File: config.mk
export PLATFORM = sky130hd
export DESIGN_NAME = clipper_timebase
export DESIGN_NICKNAME = d
export VERILOG_FILES = /design/src/rtl/clipper_timebase.sv
export SDC_FILE = /design/constraint.sdc
export NUM_CORES = 1
export LEC_CHECK = 0
export ABC_AREA = 1
export CELL_PAD_IN_SITES_DETAIL_PLACEMENT = 0
export CELL_PAD_IN_SITES_GLOBAL_PLACEMENT = 2
export CORE_AREA = 2 2 132 160
export CTS_BUF_LIST = sky130_fd_sc_hd__clkbuf_4 sky130_fd_sc_hd__clkbuf_8
export DETAILED_ROUTE_END_ITERATION = 7
export DIE_AREA = 0 0 134 162
export DONT_BUFFER_PORTS = 1
export PLACE_DENSITY_LB_ADDON = 0.1
export SETUP_SLACK_MARGIN = 0.4
export SLEW_MARGIN = 15
export SYNTH_ARGS = -nofsm -noshare
export SYNTH_HDL_FRONTEND = slang
export SYNTH_SLANG_ARGS = --single-unit
File: constraint.sdc
create_clock -name clk -period 4.5 [get_ports clk]
set_input_delay 0.9 -clock clk [delete_from_list [all_inputs] [get_ports clk]]
set_output_delay 0.9 -clock clk [all_outputs]
set_load 0.02 [all_outputs]
File: src/rtl/clipper_timebase.sv
// clipper_timebase: free-running seconds/nanoseconds time-of-day with load, freeze, accelerate and 1PPS
module clipper_timebase #(
  parameter int G_INC_NS = 8,
  parameter int G_INC_FRAC = 0,
  parameter int G_ACCEL_MULT = 1000,
  parameter int G_PPS_WIDTH = 4
) (
  input  logic        clk,
  input  logic        rst_n,
  input  logic        timebase_force,
  input  logic        timebase_accelerate,
  input  logic [63:0] timebase_time,
  input  logic        freeze,
  output logic [63:0] time_out,
  output logic        time_valid,
  output logic        sec_tick,
  output logic        pps,
  output logic        load_done,
  output logic        load_err
);
  localparam logic [31:0] ns_per_sec = 32'd1_000_000_000;
  localparam int pw = $clog2(G_PPS_WIDTH + 1);
  localparam logic [63:0] acc_prod = 64'(G_INC_FRAC) * 64'(G_ACCEL_MULT);
  // integer part of the multiplied fraction folds into the accelerated ns step
  localparam logic [31:0] step_ns_acc = 32'(G_INC_NS * G_ACCEL_MULT) + 32'(acc_prod >> 16);
  localparam logic [31:0] step_ns_nom = 32'(G_INC_NS);
  localparam logic [15:0] step_frac_acc = acc_prod[15:0];
  localparam logic [15:0] step_frac_nom = 16'(G_INC_FRAC);
  logic [31:0] sec, ns, ns_sum, ld_ns;
  logic [15:0] frac;
  logic [16:0] frac_sum;
  logic [pw-1:0] pps_cnt;
  logic force_q, wrap, cnt_en;
  always_comb begin
    frac_sum = {1'b0, frac} + {1'b0, timebase_accelerate ? step_frac_acc : step_frac_nom};
    ns_sum = ns + (timebase_accelerate ? step_ns_acc : step_ns_nom) + {31'd0, frac_sum[16]};
    wrap = ns_sum >= ns_per_sec;
    cnt_en = !timebase_force && !freeze;
    ld_ns = timebase_time[31:0] >= ns_per_sec ? ns_per_sec - 32'd1 : timebase_time[31:0];
  end
  always_ff @(posedge clk) begin
    if (!rst_n) begin
      sec <= '0;
      ns <= '0;
      frac <= '0;
      time_valid <= 1'b0;
      sec_tick <= 1'b0;
      pps_cnt <= '0;
      force_q <= 1'b0;
      load_done <= 1'b0;
      load_err <= 1'b0;
    end else begin
      force_q <= timebase_force;
      load_done <= timebase_force && !force_q;
      load_err <= timebase_force && !force_q && timebase_time[31:0] >= ns_per_sec;
      sec_tick <= cnt_en && wrap;
      pps_cnt <= cnt_en && wrap ? pw'(G_PPS_WIDTH) : pps_cnt != '0 ? pps_cnt - pw'(1) : '0;
      if (timebase_force) begin
        sec <= timebase_time[63:32];
        ns <= ld_ns;
        frac <= '0;
        time_valid <= 1'b1;
      end else if (!freeze) begin
        frac <= frac_sum[15:0];
        ns <= wrap ? ns_sum - ns_per_sec : ns_sum;
        sec <= sec + 32'(wrap);
      end
    end
  end
  assign time_out = {sec, ns};
  assign pps = pps_cnt != '0;
endmodule

* Word-level counts from Yosys, hierarchy flattened
Cells that the tools add are included.
Word-level totals: bits in registers 72, output and inout port bits 69, logic and storage cells 36
Operators by class: add/sub/neg operators 4, $lt $le $gt $ge 2, equality and inequality tests 1, muxes and demuxes 9, bitwise logic cells 2, reductions and logical operators 9
Operators by type and width (number):
- $mux 32 | 6
- $ge 32x30->1 const B | 2
- $add 32x1->32 | 1
- $add 32x13->32 | 1
- $sub 32x30->32 const B | 1
- $mux 13 | 1
- $mux 3 | 2
- $logic_and 1x1->1 | 4
- $logic_not 1->1 | 3
- $reduce_bool 3->1 | 1
- $reduce_or 3->1 | 1
- $sub 3x1->3 const B | 1
- $ne 2x2->1 const B | 1
- $not 1->1 | 2

* Longest topological paths before layout
word-level depth 6, mapped depth 34, depth with buffers taken out 33

* Worst setup path after synthesis
OpenSTA, ideal clock, no wires.
path type in2reg, start point input port timebase_accelerate, end point register sec[30], setup time 74 ps, data arrival time 4704 ps, required time 4426 ps, setup slack -278 ps, cell stages on the path 34, path buffers 1, path through inv_1 > ha_1 > ha_1 > nand3_1 > nand2_1 > nand2_1 > nand2_1 > nand2_1 > nand2_2 > nand2_1 > nand2_1 > nand2_1 > nand2_1 > nor2_1 > nand2_1 > nand2_1 > nand2_1 > nand3_4 > buf_4 > ha_1 > ha_1 > nand2_1 > nor2_1 > nand3_1 > nor2_1 > nand3_1 > nor2_1 > inv_1 > nor4_2 > nand2_1 > nor2_1 > xor2_1 > nand2_1 > a31oi_1
Between the ends: word-level cells in the longest chain between the ends 6
RTL lines:
- start, declared | RTL line 11 | input logic timebase_accelerate,
- $mux 13 | RTL line 36 | ns_sum = ns + (timebase_accelerate ? step_ns_acc : step_ns_nom) + {31'd0, frac_sum[16]};
- $add 32x13->32 | RTL line 36
- $ge 32x30->1 | RTL line 37 | wrap = ns_sum >= ns_per_sec;
- $add 32x1->32 | RTL line 66 | sec <= sec + 32'(wrap);
- $mux 32 | RTL line 63 | end else if (!freeze) begin
- $mux 32 | RTL line 58 | if (timebase_force) begin
- end signal, assigned | RTL line 59 | sec <= timebase_time[63:32];
- end signal, assigned | RTL line 66
- end, declared | RTL line 29 | logic [31:0] sec, ns, ns_sum, ld_ns;
No other way between the ends. The select of a mux whose other input is x is not followed. A chain may end at the register's enable or synchronous reset.

* Worst setup path in the final report
start point input port timebase_accelerate, end point register sec[31]
The elaborated chain is that of the path after synthesis.

==> flow_results.xml <==
<?xml version="1.0" encoding="UTF-8"?>
<metrics>
  <group name="status">
    <metric name="status" unit="">finished clean</metric>
  </group>
  <group name="sta">
    <metric name="period_minus_slack" unit="ps">4120</metric>
    <metric name="report.final.hold_viol_count" unit="">0</metric>
    <metric name="tightestPinTransition" unit="ps">837</metric>
    <metric name="final_max_slew_viol_count" unit="">0</metric>
    <metric name="finalSetupViolCount" unit="">0</metric>
    <metric name="max_freq" unit="MHz">243</metric>
    <metric name="max_slew_margin" unit="">0.441</metric>
    <metric name="final.period_utilization" unit="">0.916</metric>
    <metric name="grt_setup_unrepaired" unit="">true</metric>
    <metric name="finClkSkew" unit="ps">20.7</metric>
  </group>
  <group name="drt">
    <metric name="drc_violations_left" unit="">0</metric>
    <metric name="via_per_inst" unit="">4.99</metric>
    <metric name="drt-initial-drc-count" unit="">358</metric>
    <metric name="vias" unit="">7222</metric>
    <metric name="routed_wirelength" unit="µm">24900</metric>
    <metric name="dr.pass1.iters" unit="">5</metric>
    <metric name="route.detailed.wl_per_inst" unit="µm">17.2</metric>
    <metric name="drtAntennaViolNets" unit="">0</metric>
  </group>
  <group name="setup_path">
    <metric name="timing.reg2reg.worst_path_depth" unit="">34</metric>
    <metric name="timing.rr.end" unit="">sec[31]</metric>
    <metric name="setup.worst_path.start_class" unit="">input port</metric>
    <metric name="crit_slowest_cell" unit="">sky130_fd_sc_hd__ha_4</metric>
    <metric name="critical_path.endpoint_type" unit="">flop</metric>
    <metric name="data_arrival_time_of_the_critical_path" unit="ps">4380</metric>
    <metric name="critical_path.reg2reg.startpoint" unit="">ns[12]</metric>
    <metric name="crit_buf_inv" unit="">3</metric>
    <metric name="critPathMaxFanout" unit="">7</metric>
    <metric name="worst_ep_required_time" unit="ps">4760</metric>
    <metric name="critical_path.most_common_cell" unit="">sky130_fd_sc_hd__nor2_4</metric>
    <metric name="crit_type" unit="">input port to flop</metric>
    <metric name="critical-path-max-stage-delay" unit="ps">250</metric>
    <metric name="dominant_delay_contributor_by_cell_family_on_the_critical_path" unit="">simple AND/OR/NAND/NOR gates</metric>
    <metric name="timing.reg2reg.setup_slack" unit="ps">470</metric>
  </group>
  <group name="clock_network">
    <metric name="sink_count" unit="">72</metric>
    <metric name="clk_pin_slew" unit="ps">90</metric>
    <metric name="cts.htree.levels" unit="">3</metric>
    <metric name="clkLatencyLatePin" unit="ps">380</metric>
    <metric name="cts-root-buf" unit="">sky130_fd_sc_hd__clkbuf_8</metric>
    <metric name="cts-buffers-inserted" unit="">9</metric>
    <metric name="max-clock-path-buffers" unit="">2</metric>
    <metric name="cts_tree" unit="">yes</metric>
  </group>
  <group name="global_routing">
    <metric name="grt_pass1_wl" unit="µm">39100</metric>
    <metric name="globalRoute.totalOverflow" unit="">0</metric>
    <metric name="grt_start_max_net_pins" unit="">47</metric>
    <metric name="gr_usage_total" unit="">0.232</metric>
    <metric name="grt_pass1_vias" unit="">7300</metric>
    <metric name="number_of_antenna_violations_at_the_first_check_in_global_routing" unit="">0</metric>
  </group>
  <group name="layout">
    <metric name="finalNetCount" unit="">1258</metric>
    <metric name="n_antenna_cell" unit="">0</metric>
    <metric name="final_layout_size_suffix_gt1_frac" unit="">0.302</metric>
    <metric name="finish.instance_area" unit="mm²">0.00836</metric>
    <metric name="number_of_fill_cells_in_the_layout" unit="">2191</metric>
    <metric name="fin_util" unit="">0.417</metric>
    <metric name="area_overhead_of_the_layout_relative_to_synthesis" unit="%">39.5</metric>
  </group>
  <group name="worst_hold_path">
    <metric name="hold-path-endpoint" unit="">load_done</metric>
    <metric name="kind_of_path_behind_the_tightest_hold_check" unit="">flop to flop</metric>
    <metric name="hold_path_startpoint" unit="">force_q</metric>
    <metric name="worst_hold_path.num_cells" unit="">1</metric>
  </group>
  <group name="synth">
    <metric name="avgSynthCellArea" unit="µm²">5.74</metric>
    <metric name="syn-cell-area" unit="mm²">0.00599</metric>
    <metric name="asyncSetResetFlopFracSynth" unit="">0</metric>
    <metric name="synth-main-ff-cell" unit="">sky130_fd_sc_hd__dfxtp_1</metric>
    <metric name="synthesis.yosys.warnings" unit="">0</metric>
    <metric name="synth_fp_nets" unit="">1125</metric>
    <metric name="synth_enable_flop_cells" unit="">0</metric>
    <metric name="number_of_instances_in_the_synthesized_netlist" unit="">1043</metric>
    <metric name="synth-seq-cells" unit="">72</metric>
    <metric name="yosys.cell_types.count" unit="">37</metric>
    <metric name="seq_area_frac_synth" unit="">0.241</metric>
  </group>
  <group name="placed_design">
    <metric name="gp_congestion" unit="">0.868</metric>
    <metric name="placed_area" unit="mm²">0.00733</metric>
    <metric name="io_buffer_count" unit="">0</metric>
    <metric name="dp_hpwl" unit="µm">19700</metric>
  </group>
  <group name="floorplan">
    <metric name="floorplan.rows" unit="">57</metric>
    <metric name="die_y" unit="µm">162</metric>
    <metric name="die_width" unit="µm">134</metric>
    <metric name="core_area" unit="mm²">0.0200</metric>
    <metric name="design.die.area" unit="mm²">0.0217</metric>
    <metric name="initial_utilization" unit="">0.299</metric>
    <metric name="num_io_pins" unit="">138</metric>
  </group>
  <group name="power">
    <metric name="cellLeakagePower" unit="nW">3.89</metric>
    <metric name="power-per-cell-area" unit="mW/mm²">244</metric>
    <metric name="total_power" unit="W">0.00204</metric>
    <metric name="irDropWorstVdd" unit="V">0.000137</metric>
  </group>
  <group name="flow_run">
    <metric name="maxCapViolCount" unit="">0</metric>
  </group>
</metrics>
[worst max-delay path by stage]
stage,slack [ps],depth (start not counted),start,to
after floorplan,150,30,timebase_accelerate,sec[28]
after global placement,-280,29,timebase_accelerate,sec[28]
after detailed placement,-310,29,timebase_accelerate,sec[28]
after CTS,400,31,timebase_accelerate,sec[30]
after global routing,40,31,timebase_accelerate,sec[28]
final,380,30,timebase_accelerate,sec[31]
[synth_stat cells (2+ instances only)]
master | number | area share
sky130_fd_sc_hd__nand3b_1 | 11 | 0.014
sky130_fd_sc_hd__buf_6 | 2 | 0.0038
sky130_fd_sc_hd__or2_2 | 2 | 0.0021
sky130_fd_sc_hd__a21oi_1 | 44 | 0.037
sky130_fd_sc_hd__buf_1 | 6 | 0.0038
sky130_fd_sc_hd__ha_1 | 13 | 0.027
sky130_fd_sc_hd__nand2_1 | 381 | 0.24
sky130_fd_sc_hd__nand4_1 | 18 | 0.019
sky130_fd_sc_hd__o211ai_1 | 3 | 0.0038
sky130_fd_sc_hd__nor4_1 | 4 | 0.0042
sky130_fd_sc_hd__clkbuf_1 | 18 | 0.011
sky130_fd_sc_hd__xnor2_1 | 6 | 0.0088
sky130_fd_sc_hd__inv_2 | 9 | 0.0056
sky130_fd_sc_hd__xor2_1 | 20 | 0.029
sky130_fd_sc_hd__nor2_2 | 12 | 0.013
sky130_fd_sc_hd__o31ai_1 | 3 | 0.0038
sky130_fd_sc_hd__inv_1 | 111 | 0.070
sky130_fd_sc_hd__nand2_2 | 13 | 0.014
sky130_fd_sc_hd__o221a_2 | 3 | 0.0056
sky130_fd_sc_hd__nor2_4 | 4 | 0.0075
sky130_fd_sc_hd__buf_2 | 4 | 0.0033
sky130_fd_sc_hd__dfxtp_1 | 72 | 0.24
sky130_fd_sc_hd__a31oi_1 | 33 | 0.034
sky130_fd_sc_hd__buf_4 | 2 | 0.0025
sky130_fd_sc_hd__nor2_1 | 74 | 0.046
sky130_fd_sc_hd__nor3_1 | 14 | 0.012
sky130_fd_sc_hd__o21ai_0 | 53 | 0.044
sky130_fd_sc_hd__nand3_1 | 99 | 0.083
[power by group]
group          switching, W  internal [W]  leakage, nW
clock network      0.000279      0.000359        0.123
registers         0.0000928      0.000689        0.597
logic              0.000377      0.000245         3.17
total              0.000749       0.00129         3.89
[repair_timing]
action | CTS | global route
gates resized for setup | 60 | 88
setup endpoints to repair | 10 | 15
setup buffers | 15 | 22
hold buffers | 0 | 0
pin swaps | 30 | 68
[final cells by class]
type | count | area (µm²) | area share
repair buffers | 154 | 1160 | 0.139
flip-flops and latches | 72 | 1440 | 0.173
clock inverters | 4 | 73.8 | 0.00883
inverters | 120 | 455 | 0.0545
well taps | 265 | 332 | 0.0397
clock buffers | 12 | 165 | 0.0198
multi-input cells | 819 | 4730 | 0.566
[sequential cells by signal (all words and copies together) (netlist names)]
signal	cells
force_q	1
sec_tick	1
load_err	1
load_done	1
ns	32
pps_cnt	3
sec	32
time_valid	1
[routing by layer]
| metal | track usage | vias to the layer above | part of all wire |
|---|---|---|---|
| li1 | - | 3659 | - |
| met1 | 0.281 | 3348 | 0.43 |
| met2 | 0.413 | 184 | 0.49 |
| met3 | 0.0487 | 31 | 0.054 |
| met4 | 0.0648 | 0 | 0.019 |
| met5 | 0 | - | 0 |
[cells by family after synthesis]
logic type                 after synthesis  share of synthesized area
buffers and inverters                  152                     0.0999
xor gates and xnor gates                26                     0.0380
adders and majority gates               13                     0.0272
AOI/OAI and AO/OA                      143                      0.133
and+or+nand+nor                        637                      0.461
DFF                                     72                      0.241
[worst register-to-register path: cells and delay by family, from the launching register on]
kind | cells | cell delay (ps)
compound gates | 1 | 120
xor+xnor | 1 | 170
fa+ha+maj | 2 | 420
buf+inv | 7 | 600
flops | 1 | 440
simple gates | 23 | 2180
[through the flow]
step | worst slack, ps | std cells | setup TNS (ps) | hold slack [ps]
finish | 377 | 1446 | 0 | 415
global route | 43.5 | 1446 | 0 | 426
CTS | 400 | 1424 | 0 | 415
detailed placement | -315 | 1393 | -1240 | 399
global placement | -283 | 1393 | -977 | 387
floorplan | 152 | 1043 | 0 | 380
[layout by cell type, fill, tap and decap left out, drive strengths merged, types with 3 or more instances in the layout]
cell type,count
nand2,394
clkbuf,12
o211ai,3
nor2,90
a31oi,33
buf,154
o21ai,54
o31ai,3
nand3,100
inv,121
xor2,20
nor4,5
o221a,3
dfxtp,72
nand3b,11
a21oi,44
nand4,18
nor3,15
ha,13
xnor2,6
No activity file was read; power rests on OpenSTA's default activity.
==> edit 1: new RTL, config.mk and constraints unchanged <==
Reset style: asynchronous (`rst_n`), changed in one clocked block.
--- a/src/rtl/clipper_timebase.sv
+++ b/src/rtl/clipper_timebase.sv
@@ -38,7 +38,7 @@
     cnt_en = !timebase_force && !freeze;
     ld_ns = timebase_time[31:0] >= ns_per_sec ? ns_per_sec - 32'd1 : timebase_time[31:0];
   end
-  always_ff @(posedge clk) begin
+  always_ff @(posedge clk or negedge rst_n) begin
     if (!rst_n) begin
       sec <= '0;
       ns <= '0;
Check against the original RTL: differs if rst_n is asserted again (counterexample within 4 cycles, from zero or initial values and one cycle with rst_n low); with rst_n held inactive, the same outputs for 4 cycles.
==> edit 1 against the original RTL <==
  * Worst setup slack improved by 0.011 ns
  * Wire length fell by 6.5%
  * Design area fell by 4.4%
  * Worst hold slack got worse by 0.20 ns
  * Core utilization fell by 1.8 points
  * Sequential cell count did not move
  * Area after synthesis fell by 0.19%
  * Via count fell by 8.9%
Power is not compared: it rests on default switching activity, and its combinational part moved more than twofold at a synthesized area within 25%.
==> edit 1: results (changes against the original RTL) <==
The final routed wire length divided by cell count came to 17.5 µm (+1.3%). The count of filler cells inserted in the layout came out at 2165 (-1.2%). Yosys attributes the largest share of cell area to sky130_fd_sc_hd__dfrtp_1 30%, sky130_fd_sc_hd__nand2_1 20%, sky130_fd_sc_hd__nand3_1 9.0%. The first-pass GRT wire length came out at 36.7 mm (-6.2%). The final worst slack came to 0.388 ns (+0.0113 ns). The relative max-transition margin came out at 44.5% (+0.35 points). The synthesized netlist net count is 1031 (-8.4%). The weighted congestion at the end of routability-driven global placement came to 0.830 (-4.3%).

The number of cells after detailed placement came to 1290 (-7.4%). The worst stage delay on the critical path is 0.51 ns (+0.26 ns). By count the netlist is led by 316 x sky130_fd_sc_hd__nand2_1, 108 x sky130_fd_sc_hd__inv_1, 107 x sky130_fd_sc_hd__nand3_1. The number of distinct library cells after synthesis was 41 (+11%). The worst slack after detailed placement is -0.298 ns (+0.0171 ns). The compound-cell area share of the yosys netlist came out at 9.36% (-4.0 points).

The sequential fraction of the synthesis area was 30.1% (+6.1 points). The post-synthesis to final-layout area growth came out at 33.7%. The maximum number of pins on one net before global-route repair came out at 73 (+55%). The routed via count is 6581 (-8.9%).

In the synthesized netlist the dominant register cell turns out to be sky130_fd_sc_hd__dfrtp_1. The DRC marker count from the first detailed-route iteration is 377 (+5.3%). The type of the most critical hold path is in -> async. The number of global-route vias before repair was 6664 (-8.7%). The post-synthesis share of cell area spent on full adders, half adders and majority gates was 2.72% (+0.0051 points). The final count of pins violating max slew is 0 (unchanged).

For this design, the slowest cell found on the critical path is sky130_fd_sc_hd__dfrtp_1. The post-route worst hold slack is 0.214 ns (-0.201 ns). The overall fraction of global-route tracks in use came out at 21.8% (-1.4 points). The largest fanout on the critical path came out at 6 (-1).

The fraction of registers with async set/reset was 100% (+100 points). The fraction of layout instances using a drive strength above 1 is 28.8% (-1.4 points). The run finished with clean final reports.

The via density per instance is 4.93 (-1.3%). IR analysis of the VDD net gives a maximum drop of 0.000296 V. The instance area after placement is 7220 µm² (-1.5%). The worst clock skew came out at 0.0132 ns (-0.00745 ns).

The number of nets in the layout is 1148 (-8.7%). The average cell area after synthesis is 6.30 µm² (+9.7%). The post-DP HPWL is 17.7 mm (-9.9%). The XOR/XNOR share of the synthesized area came out at 4.83% (+1.0 points). The data arrival time of the worst path came to 4.40 ns (+0.02 ns).
[edit 1: cell types whose count changed in the layout (fill, tap and decap cells not counted), moves of 12 or more]
cell,change
sky130_fd_sc_hd__a31oi_1,-32
sky130_fd_sc_hd__buf_4,-29
sky130_fd_sc_hd__dfrtp_1,+64
sky130_fd_sc_hd__dfxtp_1,-70
sky130_fd_sc_hd__nand2_1,-43
sky130_fd_sc_hd__nand2_4,-16
sky130_fd_sc_hd__nor2_1,+12
sky130_fd_sc_hd__o211ai_1,+13
sky130_fd_sc_hd__o21ai_0,-23
[edit 1: cells by family after synthesis]
family,Yosys count
buf+inv,142
compound gates,97
fa+ha+maj,13
xor+xnor,33
simple gates,592
flops,72
[edit 1: path summary, 6_finish.rpt]
path / from / endpoint / cells after the start
max: ns[16] / sec[29] / 26
min in group clk: force_q / load_done / 1
max in group asynchronous: rst_n / ns[19] / 0
min: rst_n / sec[28] / 0
max reg2reg: ns[16] / sec[29] / 26
min reg2reg: force_q / load_done / 1
[edit 1: worst reg2reg max path, delay by kind of cell (launching register included)]
kind / cells / cell delay (ns)
AND/OR/NAND/NOR: 21 / 2.96
flip-flops: 1 / 0.51
buffers and inverters: 2 / 0.16
XOR/XNOR: 1 / 0.16
adder cells (fa/ha/maj): 1 / 0.14
AO/OA/AOI/OAI: 1 / 0.10
[edit 1: what timing repair did]
action,CTS,global route
cloned,0,0
endpoints found under the setup margin,17,20
resized for setup,55,53
buffers inserted,19,11
hold buffers,0,0
pin swaps,33,29
[edit 1: area by class of cell]
class                   instances  area share, %
clock inverters                 5          0.407
well taps                     265           4.15
clock buffers                  10           1.72
multi-input cells             735           53.1
inverters                     119           5.65
repair buffers                129           12.4
flip-flops and latches         72           22.7
[edit 1: power breakdown]
part	total (mW)	internal [mW]	switching [mW]	leakage (nW)
clock network	0.493	0.212	0.280	0.0923
logic	2.89	1.19	1.69	2.91
registers	1.11	0.780	0.332	0.836
total	4.49	2.19	2.30	3.84
[edit 1: layer usage]
| layer | vias up | global-route usage [%] | share of wire (%) | routed length, µm |
|---|---|---|---|---|
| met1 | 3108 | 26.5 | 43 | 9940 |
| met5 | - | 0 | 0 | 0 |
| li1 | 3292 | - | - | - |
| met3 | 20 | 4.71 | 5.6 | 1300 |
| met4 | 0 | 6.48 | 1.5 | 348 |
| met2 | 161 | 38.4 | 50 | 11700 |
==> edit 2: new RTL, same flow settings <==
Without the edit above. Set the parameter `G_PPS_WIDTH` to 8 (it was 4).
--- a/src/rtl/clipper_timebase.sv
+++ b/src/rtl/clipper_timebase.sv
@@ -3,7 +3,7 @@
   parameter int G_INC_NS = 8,
   parameter int G_INC_FRAC = 0,
   parameter int G_ACCEL_MULT = 1000,
-  parameter int G_PPS_WIDTH = 4
+  parameter int G_PPS_WIDTH = 8
 ) (
   input  logic        clk,
   input  logic        rst_n,
Check against the original RTL: not equivalent (Yosys sat finds a counterexample within 10 cycles, from zero or initial values and one cycle with rst_n low).
==> edit 2 against the original RTL <==
  * Critical path depth is 4 lower
  * Design area up 0.12%
  * Global-route usage grew 0.99 points
  * Sequential cell count is 1 higher
  * Area after synthesis up 0.71%
  * Wire length rose by 6.1%
  * Largest power group unchanged
  * Power increased by 1.1%
  * Cell count rose by 0.21%
  * Worst hold slack lost 0.017 ns
  * Worst setup slack better by 0.019 ns
  * Register-to-register slack better by 0.03 ns
  * Fmax up 0.46%
==> edit 2: results (changes against the original RTL) <==
The flow ran to the end, and the final reports show no timing, DRC or antenna violations. The number of cells after detailed placement came out at 1401 (+0.57%). The total power consumption of the routed design came out at 2.07 mW (+1.1%). The routed wire length came to 26.5 mm (+6.1%). The sequential cell power is 0.803 mW (+2.7%). The routed length on met1 came out at 11.3 mm (+4.7%).

The first-pass GRT wire length is 40.0 mm (+2.2%). The DRC marker count from the first detailed-route iteration came to 308 (-14%). The met2 layer wire length in the routed design came to 12.6 mm (+2.0%).

The detailed route wirelength on metal3 is 2.03 mm (+50%). The switching component of the power came out at 0.819 mW (+9.2%). The via density per instance is 5.00 (+0.21%). The weighted congestion at the end of routability-driven global placement came to 0.909 (+4.8%). The compound-cell area share of the yosys netlist came out at 14.6% (+1.3 points). The leakage power is 3.70 nW (-4.9%). Yosys attributes the largest share of cell area to sky130_fd_sc_hd__dfxtp_1 24%, sky130_fd_sc_hd__nand2_1 22%, sky130_fd_sc_hd__nand3_1 8.5%.

The met3 demand-to-capacity share in global routing came out at 6.65% (+1.8 points). Ranked by instance count, the synthesized netlist is headed by 355 x sky130_fd_sc_hd__nand2_1, 116 x sky130_fd_sc_hd__inv_1, 103 x sky130_fd_sc_hd__nand3_1. The number of global-route vias before repair was 6954 (-4.7%).

The overall fraction of global-route tracks in use is 24.2% (+0.99 points). The count of TritonRoute iterations in the first routing pass came to 7 (+2). The global routing met1 resource utilization was 29.5% (+1.4 points). The fraction of layout instances using a drive strength above 1 came to 29.8% (-0.41 points). The number of nets in the layout is 1261 (+0.24%). The number of distinct library cells after synthesis came to 41 (+11%). The maximum vdd drop is 0.000134 V (-2.8%). The maximum number of pins on one net before global-route repair came out at 43 (-8.5%). The worst clock skew is 0.0163 ns (-0.00439 ns).
==> edit 2: changes by cell type in the layout (fill, tap and decap cells not counted), moves of 6 or more <==
cell	before	now
sky130_fd_sc_hd__a21oi_2	1	9
sky130_fd_sc_hd__nor2_1	48	60
sky130_fd_sc_hd__o21ai_0	52	60
sky130_fd_sc_hd__nand2_4	28	14
sky130_fd_sc_hd__nand2_2	58	48
sky130_fd_sc_hd__a31oi_1	33	27
==> edit 2: path summary, 6_finish.rpt <==
path,start,end,depth (start not counted)
min,force_q,load_done,1
max,timebase_accelerate,sec[24],26
min reg2reg,force_q,load_done,1
max reg2reg,ns[10],sec[24],26
==> edit 2: area by class of cell <==
cell class	instances	area [µm²]	share of cell area, %
Multi-Input combinational cell	817	4720	56.4
Sequential cell	73	1460	17.5
Timing Repair Buffer	158	1190	14.2
Inverter	120	463	5.53
Tap cell	265	332	3.96
Clock buffer	9	124	1.48
Clock inverter	7	76.3	0.912
==> edit 2: what timing repair did <==
| action | in CTS | in global routing |
|---|---|---|
| endpoints found under the hold margin | 0 | 0 |
| pin swaps | 35 | 57 |
| resized for setup | 56 | 80 |
| cloned | 0 | 0 |
| buffers inserted | 14 | 18 |
| setup endpoints to repair | 14 | 17 |
==> edit 2: kinds of logic (layout without fill, tap and decap cells) <==
| logic type | after synthesis | in the layout |
|---|---|---|
| flip-flops | 73 | 73 |
| AO/OA/AOI/OAI | 153 | 153 |
| XOR/XNOR | 30 | 30 |
| buffers and inverters | 149 | 294 |
| adder cells (fa/ha/maj) | 13 | 13 |
| AND/OR/NAND/NOR | 621 | 621 |
==> edit 2: metrics by stage <==
stage                     TNS [ns]  setup WS (ns)
after floorplan                  0         0.0409
after global placement       -2.67         -0.371
after detailed placement     -2.64         -0.432
after CTS                        0          0.409
after global routing             0         0.0788
final                            0          0.395
